### config.mk
export PLATFORM = sky130hd
export DESIGN_NAME = calc_sequencer_flat
export DESIGN_NICKNAME = d
export VERILOG_FILES = /design/src/rtl/calc_sequencer_if.sv /design/src/rtl/calc_sequencer.sv /design/src/flat_wrapper.sv
export SDC_FILE = /design/constraint.sdc
export NUM_CORES = 1
export LEC_CHECK = 0
export ABC_AREA = 1
export BUFFER_PORTS_ARGS = -buffer_cell sky130_fd_sc_hd__buf_2
export CORE_MARGIN = 3
export CORE_UTILIZATION = 56
export DETAILED_ROUTE_END_ITERATION = 8
export PLACE_DENSITY_LB_ADDON = 0.25
export SLEW_MARGIN = 20
export SYNTH_ARGS = -nofsm -noshare
export SYNTH_HDL_FRONTEND = slang
export SYNTH_SLANG_ARGS = --single-unit
### constraint.sdc
create_clock -name CLK -period 2.1 [get_ports CLK]
set_input_delay 0 -clock CLK [delete_from_list [all_inputs] [get_ports CLK]]
set_output_delay 0 -clock CLK [all_outputs]
set_load 0.01 [all_outputs]
### src/rtl/calc_sequencer_if.sv
// Signal bundle between the calculator sequencer, its button/switch inputs and the adder datapath.
// master = sequencer side; slave = surrounding top-level/datapath side.
interface calc_sequencer_if #(
  parameter int WIDTH = 8
);
  logic             btn_ent;
  logic             btn_op;
  logic [WIDTH-1:0] sw;
  logic [WIDTH:0]   dp_sum;
  logic [WIDTH-1:0] op_a;
  logic [WIDTH-1:0] op_b;
  logic             op_sub;
  logic [WIDTH-1:0] disp;
  logic             flag;
  logic [1:0]       state;
  logic             done;

  modport master (
    input  btn_ent, btn_op, sw, dp_sum,
    output op_a, op_b, op_sub, disp, flag, state, done
  );

  modport slave (
    output btn_ent, btn_op, sw, dp_sum,
    input  op_a, op_b, op_sub, disp, flag, state, done
  );
endinterface

### src/rtl/calc_sequencer.sv
// Operand entry / execute controller for the add/sub calculator; result SETTLE cycles after B ENTER.
// No backpressure: button edges outside S_A/S_B (OP) or S_EXEC (both) are dropped, never queued.
module calc_sequencer #(
  parameter int WIDTH  = 8,
  parameter int SETTLE = 4
) (
  input logic              CLK,
  input logic              RST_N,
  calc_sequencer_if.master bus
);

  localparam logic [1:0] S_A    = 2'b00;
  localparam logic [1:0] S_B    = 2'b01;
  localparam logic [1:0] S_EXEC = 2'b10;
  localparam logic [1:0] S_SHOW = 2'b11;

  localparam logic [7:0] CNT_INIT = 8'(SETTLE - 1);

  logic [1:0]       state_q;
  logic             ent_prev;
  logic             op_prev;
  logic             ent_p;
  logic             op_p;
  logic [WIDTH-1:0] op_a_q;
  logic [WIDTH-1:0] op_b_q;
  logic [WIDTH-1:0] result_q;
  logic             op_sub_q;
  logic             flag_q;
  logic             done_q;
  logic [7:0]       cnt_q;
  logic [WIDTH-1:0] disp_c;

  // Prev registers reset high so a button held through reset needs a release first.
  assign ent_p = bus.btn_ent & ~ent_prev;
  assign op_p  = bus.btn_op  & ~op_prev;

  always_ff @(posedge CLK) begin
    if (!RST_N) begin
      state_q  <= S_A;
      ent_prev <= 1'b1;
      op_prev  <= 1'b1;
      op_a_q   <= '0;
      op_b_q   <= '0;
      result_q <= '0;
      op_sub_q <= 1'b0;
      flag_q   <= 1'b0;
      done_q   <= 1'b0;
      cnt_q    <= '0;
    end else begin
      ent_prev <= bus.btn_ent;
      op_prev  <= bus.btn_op;
      done_q   <= 1'b0;
      case (state_q)
        S_A: begin
          if (op_p) op_sub_q <= ~op_sub_q;
          if (ent_p) begin
            op_a_q  <= bus.sw;
            state_q <= S_B;
          end
        end
        S_B: begin
          // A simultaneous OP toggle lands in the same edge, so it governs this execution.
          if (op_p) op_sub_q <= ~op_sub_q;
          if (ent_p) begin
            op_b_q  <= bus.sw;
            cnt_q   <= CNT_INIT;
            state_q <= S_EXEC;
          end
        end
        S_EXEC: begin
          if (cnt_q != 8'd0) begin
            cnt_q <= cnt_q - 8'd1;
          end else begin
            result_q <= bus.dp_sum[WIDTH-1:0];
            // Subtract carry-out is the inverse of borrow.
            flag_q   <= op_sub_q ? ~bus.dp_sum[WIDTH] : bus.dp_sum[WIDTH];
            done_q   <= 1'b1;
            state_q  <= S_SHOW;
          end
        end
        S_SHOW: begin
          if (ent_p) begin
            flag_q  <= 1'b0;
            state_q <= S_A;
          end
        end
        default: state_q <= S_A;
      endcase
    end
  end

  always_comb begin
    disp_c = '0;
    case (state_q)
      S_A, S_B: disp_c = bus.sw;
      S_SHOW:   disp_c = result_q;
      default:  disp_c = '0;
    endcase
  end

  assign bus.op_a   = op_a_q;
  assign bus.op_b   = op_b_q;
  assign bus.op_sub = op_sub_q;
  assign bus.disp   = disp_c;
  assign bus.flag   = flag_q;
  assign bus.state  = state_q;
  assign bus.done   = done_q;

endmodule

### src/flat_wrapper.sv
// flat-port wrapper written by rule: the top's interface ports become plain ports
module calc_sequencer_flat 
#(
  parameter int WIDTH  = 8,
  parameter int SETTLE = 4
)
  (CLK, RST_N, bus_btn_ent, bus_btn_op, bus_sw, bus_dp_sum, bus_op_a, bus_op_b, bus_op_sub, bus_disp, bus_flag, bus_state, bus_done);
  calc_sequencer_if #(.WIDTH(WIDTH)) bus_i ();
  input logic CLK;
  input logic RST_N;
  input wire logic [$bits(bus_i.btn_ent)-1:0] bus_btn_ent;
  input wire logic [$bits(bus_i.btn_op)-1:0] bus_btn_op;
  input wire logic [$bits(bus_i.sw)-1:0] bus_sw;
  input wire logic [$bits(bus_i.dp_sum)-1:0] bus_dp_sum;
  output wire logic [$bits(bus_i.op_a)-1:0] bus_op_a;
  output wire logic [$bits(bus_i.op_b)-1:0] bus_op_b;
  output wire logic [$bits(bus_i.op_sub)-1:0] bus_op_sub;
  output wire logic [$bits(bus_i.disp)-1:0] bus_disp;
  output wire logic [$bits(bus_i.flag)-1:0] bus_flag;
  output wire logic [$bits(bus_i.state)-1:0] bus_state;
  output wire logic [$bits(bus_i.done)-1:0] bus_done;
  assign bus_i.btn_ent = bus_btn_ent;
  assign bus_i.btn_op = bus_btn_op;
  assign bus_i.sw = bus_sw;
  assign bus_i.dp_sum = bus_dp_sum;
  assign bus_op_a = bus_i.op_a;
  assign bus_op_b = bus_i.op_b;
  assign bus_op_sub = bus_i.op_sub;
  assign bus_disp = bus_i.disp;
  assign bus_flag = bus_i.flag;
  assign bus_state = bus_i.state;
  assign bus_done = bus_i.done;
  calc_sequencer #(.WIDTH(WIDTH), .SETTLE(SETTLE)) u_core (.CLK(CLK), .RST_N(RST_N), .bus(bus_i));
endmodule
==> flow_metrics.py <==
metrics = {
    "timing": {
        "fin_crit_sh_pct": 89.7,
        "tns_ns": 0,
        "tightest_slew_ns": 0.425,
        "fmax_ghz": 0.531,
        "setup_violations": 0,
        "post-route-min-period_ns": 1.88,
        "hold_violations": 0,
        "finClkSkew_ns": 0.00398,
        "setup_ws_ns": 0.215,
        "fin_hold_ws_ns": 0.0159,
        "slew_viol_final": 0,
        "max-slew-margin-rel_pct": 71.6,
        "rsz0062_at_grt": "no",
    },
    "synthesis": {
        "synth_area_leader_cell": "dfxtp_1",
        "synthDistinctLibCells": 29,
        "ys_seq_area_share_pct": 41.2,
        "synth_top_area_share_pct": 41.2,
        "synth_fp_nets": 287,
        "yosysWarningCount": 0,
        "syn_area_per_cell_um2": 7.29,
        "synth_fa_ha_area_share_pct": 3.96,
        "syn_area_mm2": 0.00190,
        "yosys.area_share.simple_pct": 31.2,
        "synth_top_family_by_area": "simple AND/OR/NAND/NOR gates",
        "synth-main-ff-cell": "dfxtp_1",
        "synth.area.mux_share_pct": 0,
        "synth_edf_count": 0,
        "syn_inst": 260,
        "synth.area.top_cells": "dfxtp_1 41%, nand2_1 12%, a21oi_1 10%, nand3_1 6.6%, nor2_1 4.6%",
        "synthXorXnorAreaFrac_pct": 0.462,
        "synth-compound-area-share_pct": 14.5,
        "synth-seq-cells": 39,
        "synthArstFlopShare_pct": 0,
    },
    "worst_setup_path": {
        "cp.arrival_ns": 1.88,
        "criticalPathCategory": "reg2out",
        "crit_end": "bus_disp[3]",
        "required_ns": 2.10,
        "cp-start-kind": "flop",
        "r2r_end": "u_core.cnt_q[4]",
        "r2r-start": "u_core.bus.state[1]",
        "path_max_fanout": 11,
        "r2r_slack_ns": 0.39,
        "cp-end-kind": "output port",
        "cp-startpoint": "u_core.bus.state[1]",
        "r2r_cells": 8,
    },
    "pwr": {
        "internal_power_mw": 1.53,
        "p_leak_nw": 1.11,
        "power.share.clock_pct": 12.3,
        "pwr-share-comb_pct": 52.2,
        "ir_drop_uv": 730,
        "p_total_mw": 2.79,
        "switching_power_mw": 1.26,
        "seqPwrFrac_pct": 35.5,
        "netSwitchingFraction_pct": 45.2,
        "power_density_mw_per_mm2": 1180,
    },
    "clock_network": {
        "clkTransAtPathRegs_ns": 0.10,
        "cts_tree": "yes",
        "clock_path_buffers": 2,
        "htree_levels": 2,
        "cts_sinks": 39,
        "postCtsHoldBufs": 19,
        "postCtsSetupRepairBufs": 0,
        "cts_buffers": 5,
        "cts_root_buf": "clkbuf_4",
        "cts_resized": 0,
        "insertion_delay_ns": 0.34,
    },
    "cells_and_area": {
        "fin_nets": 352,
        "num-fill-cells": 268,
        "final_cell_mix": "59 x nand2_1, 49 x buf_2, 39 x a21oi_1, 39 x dfxtp_1, 25 x nand3_1",
        "synthToLayoutAreaGrowth_pct": 24.6,
        "final_area_mm2": 0.00236,
        "num_antenna_cells": 0,
        "seq_area_um2": 781,
        "multi_input_area_um2": 948,
        "final_common_cell": "nand2_1",
        "drive_gt1_share_pct": 24.1,
    },
    "floorplanning": {
        "rows": 20,
        "fp.dieArea_mm2": 0.00412,
        "chipHeight_um": 64.2,
        "start_util_pct": 60.1,
        "core-area_mm2": 0.00315,
        "io_pins": 50,
        "die_w_um": 64.2,
    },
    "routing": {
        "drt_wl_total_um": 4780,
        "postRouteAntennaNets": 0,
        "drtIter0Drc": 168,
        "drc": 0,
        "drt-pass1-iter-count": 4,
        "wl_per_cell_um": 13.0,
        "num_vias": 1927,
        "drt-vias-per-instance": 5.24,
    },
    "global_routing": {
        "grtUsageTotal_pct": 24.2,
        "globalRouteOverflowTotal": 0,
        "grt_pass1_wl_um": 7760,
        "grt_max_degree": 21,
        "antenna_found_initial": 0,
        "grt_pass1_vias": 1747,
    },
    "place": {
        "post-dp-hpwl_um": 3330,
        "io_buffers": 49,
        "place_area_mm2": 0.00213,
        "dp_slack_ns": 0.434,
        "place_congestion": 0.886,
    },
    "run": {
        "max-cap-violations": 0,
    },
    "run_status": {
        "status": "completed",
    },
    "hold_path": {
        "hold_class": "in2reg",
    },
}
-- routing by layer --
metal  routed length [µm]  part of all wire (%)  global-route usage (%)  vias up
li1                     -                     -                       -      976
met1                 2180                    46                    31.8      869
met2                 2150                    45                    37.2       73
met3                  356                   7.4                    6.50        9
met4                   94                   2.0                    10.3        0
met5                    0                     0                       0        -
-- logic make-up after synthesis --
family,Yosys count
fa+ha+maj,6
compound gates,51
flops,39
xor+xnor,1
buf+inv,36
simple gates,127
-- worst min path at each step --
stage,slack (ns),endpoint,depth (start not counted),from
floorplan,0.1,u_core.op_prev,2,bus_btn_op
global placement,0.20,u_core.op_prev,3,bus_btn_op
detailed placement,0.20,u_core.op_prev,3,bus_btn_op
CTS,0.006,u_core.bus.flag,5,bus_dp_sum[8]
global route,0.04,u_core.bus.flag,5,bus_dp_sum[8]
finish,0.02,u_core.bus.flag,5,bus_dp_sum[8]
-- worst max-delay path: stages, from the launching register on --
cell and delay (ns):
dfxtp_1 0.36, inv_1 0.11, ha_1 0.42, or2_4 0.26, nand2_1 0.07, a21oi_1 0.15, buf_2 0.16
-- area by class of cell --
class	instances	area share [%]
multi-input combinational	185	40.1
sequential	39	33.1
timing repair buffer	69	18.7
inverter	25	3.97
tap	44	2.33
clock buffer	6	1.75
-- metrics by stage --
step	utilization (%)	std cells
after detailed placement	67.6	343
after global placement	67.6	343
after floorplan	-	260
final	74.9	368
after CTS	74.9	368
after global routing	74.9	368
-- registers in the layout (all words and copies together), names as in the netlist, 2 cells and up --
signal            flops
u_core.result_q       8
u_core.bus.state      2
u_core.cnt_q          8
u_core.bus.op_b       8
u_core.bus.op_a       8
-- cells in the mapped netlist, types with 3 or more instances --
cell and number:
nand4_1 5, inv_2 7, nand3_1 25, nor2_1 23
clkbuf_1 3, nand2_1 59, buf_2 4, ha_1 6
a21oi_1 39, nor2_2 4, dfxtp_1 39, inv_1 18
o21ai_1 8, buf_6 3
-- power groups by stage --
stage,Combinational (mW),Clock [mW],Sequential [mW]
2_1_floorplan,1.13,0,1.00
3_3_place_gp,1.38,0,0.999
3_5_place_dp,1.41,0,1.00
4_1_cts,1.44,0.350,0.989
5_1_grt,1.64,0.374,1.01
6_report,1.45,0.342,0.990
Power figures use the tool's default switching activity.
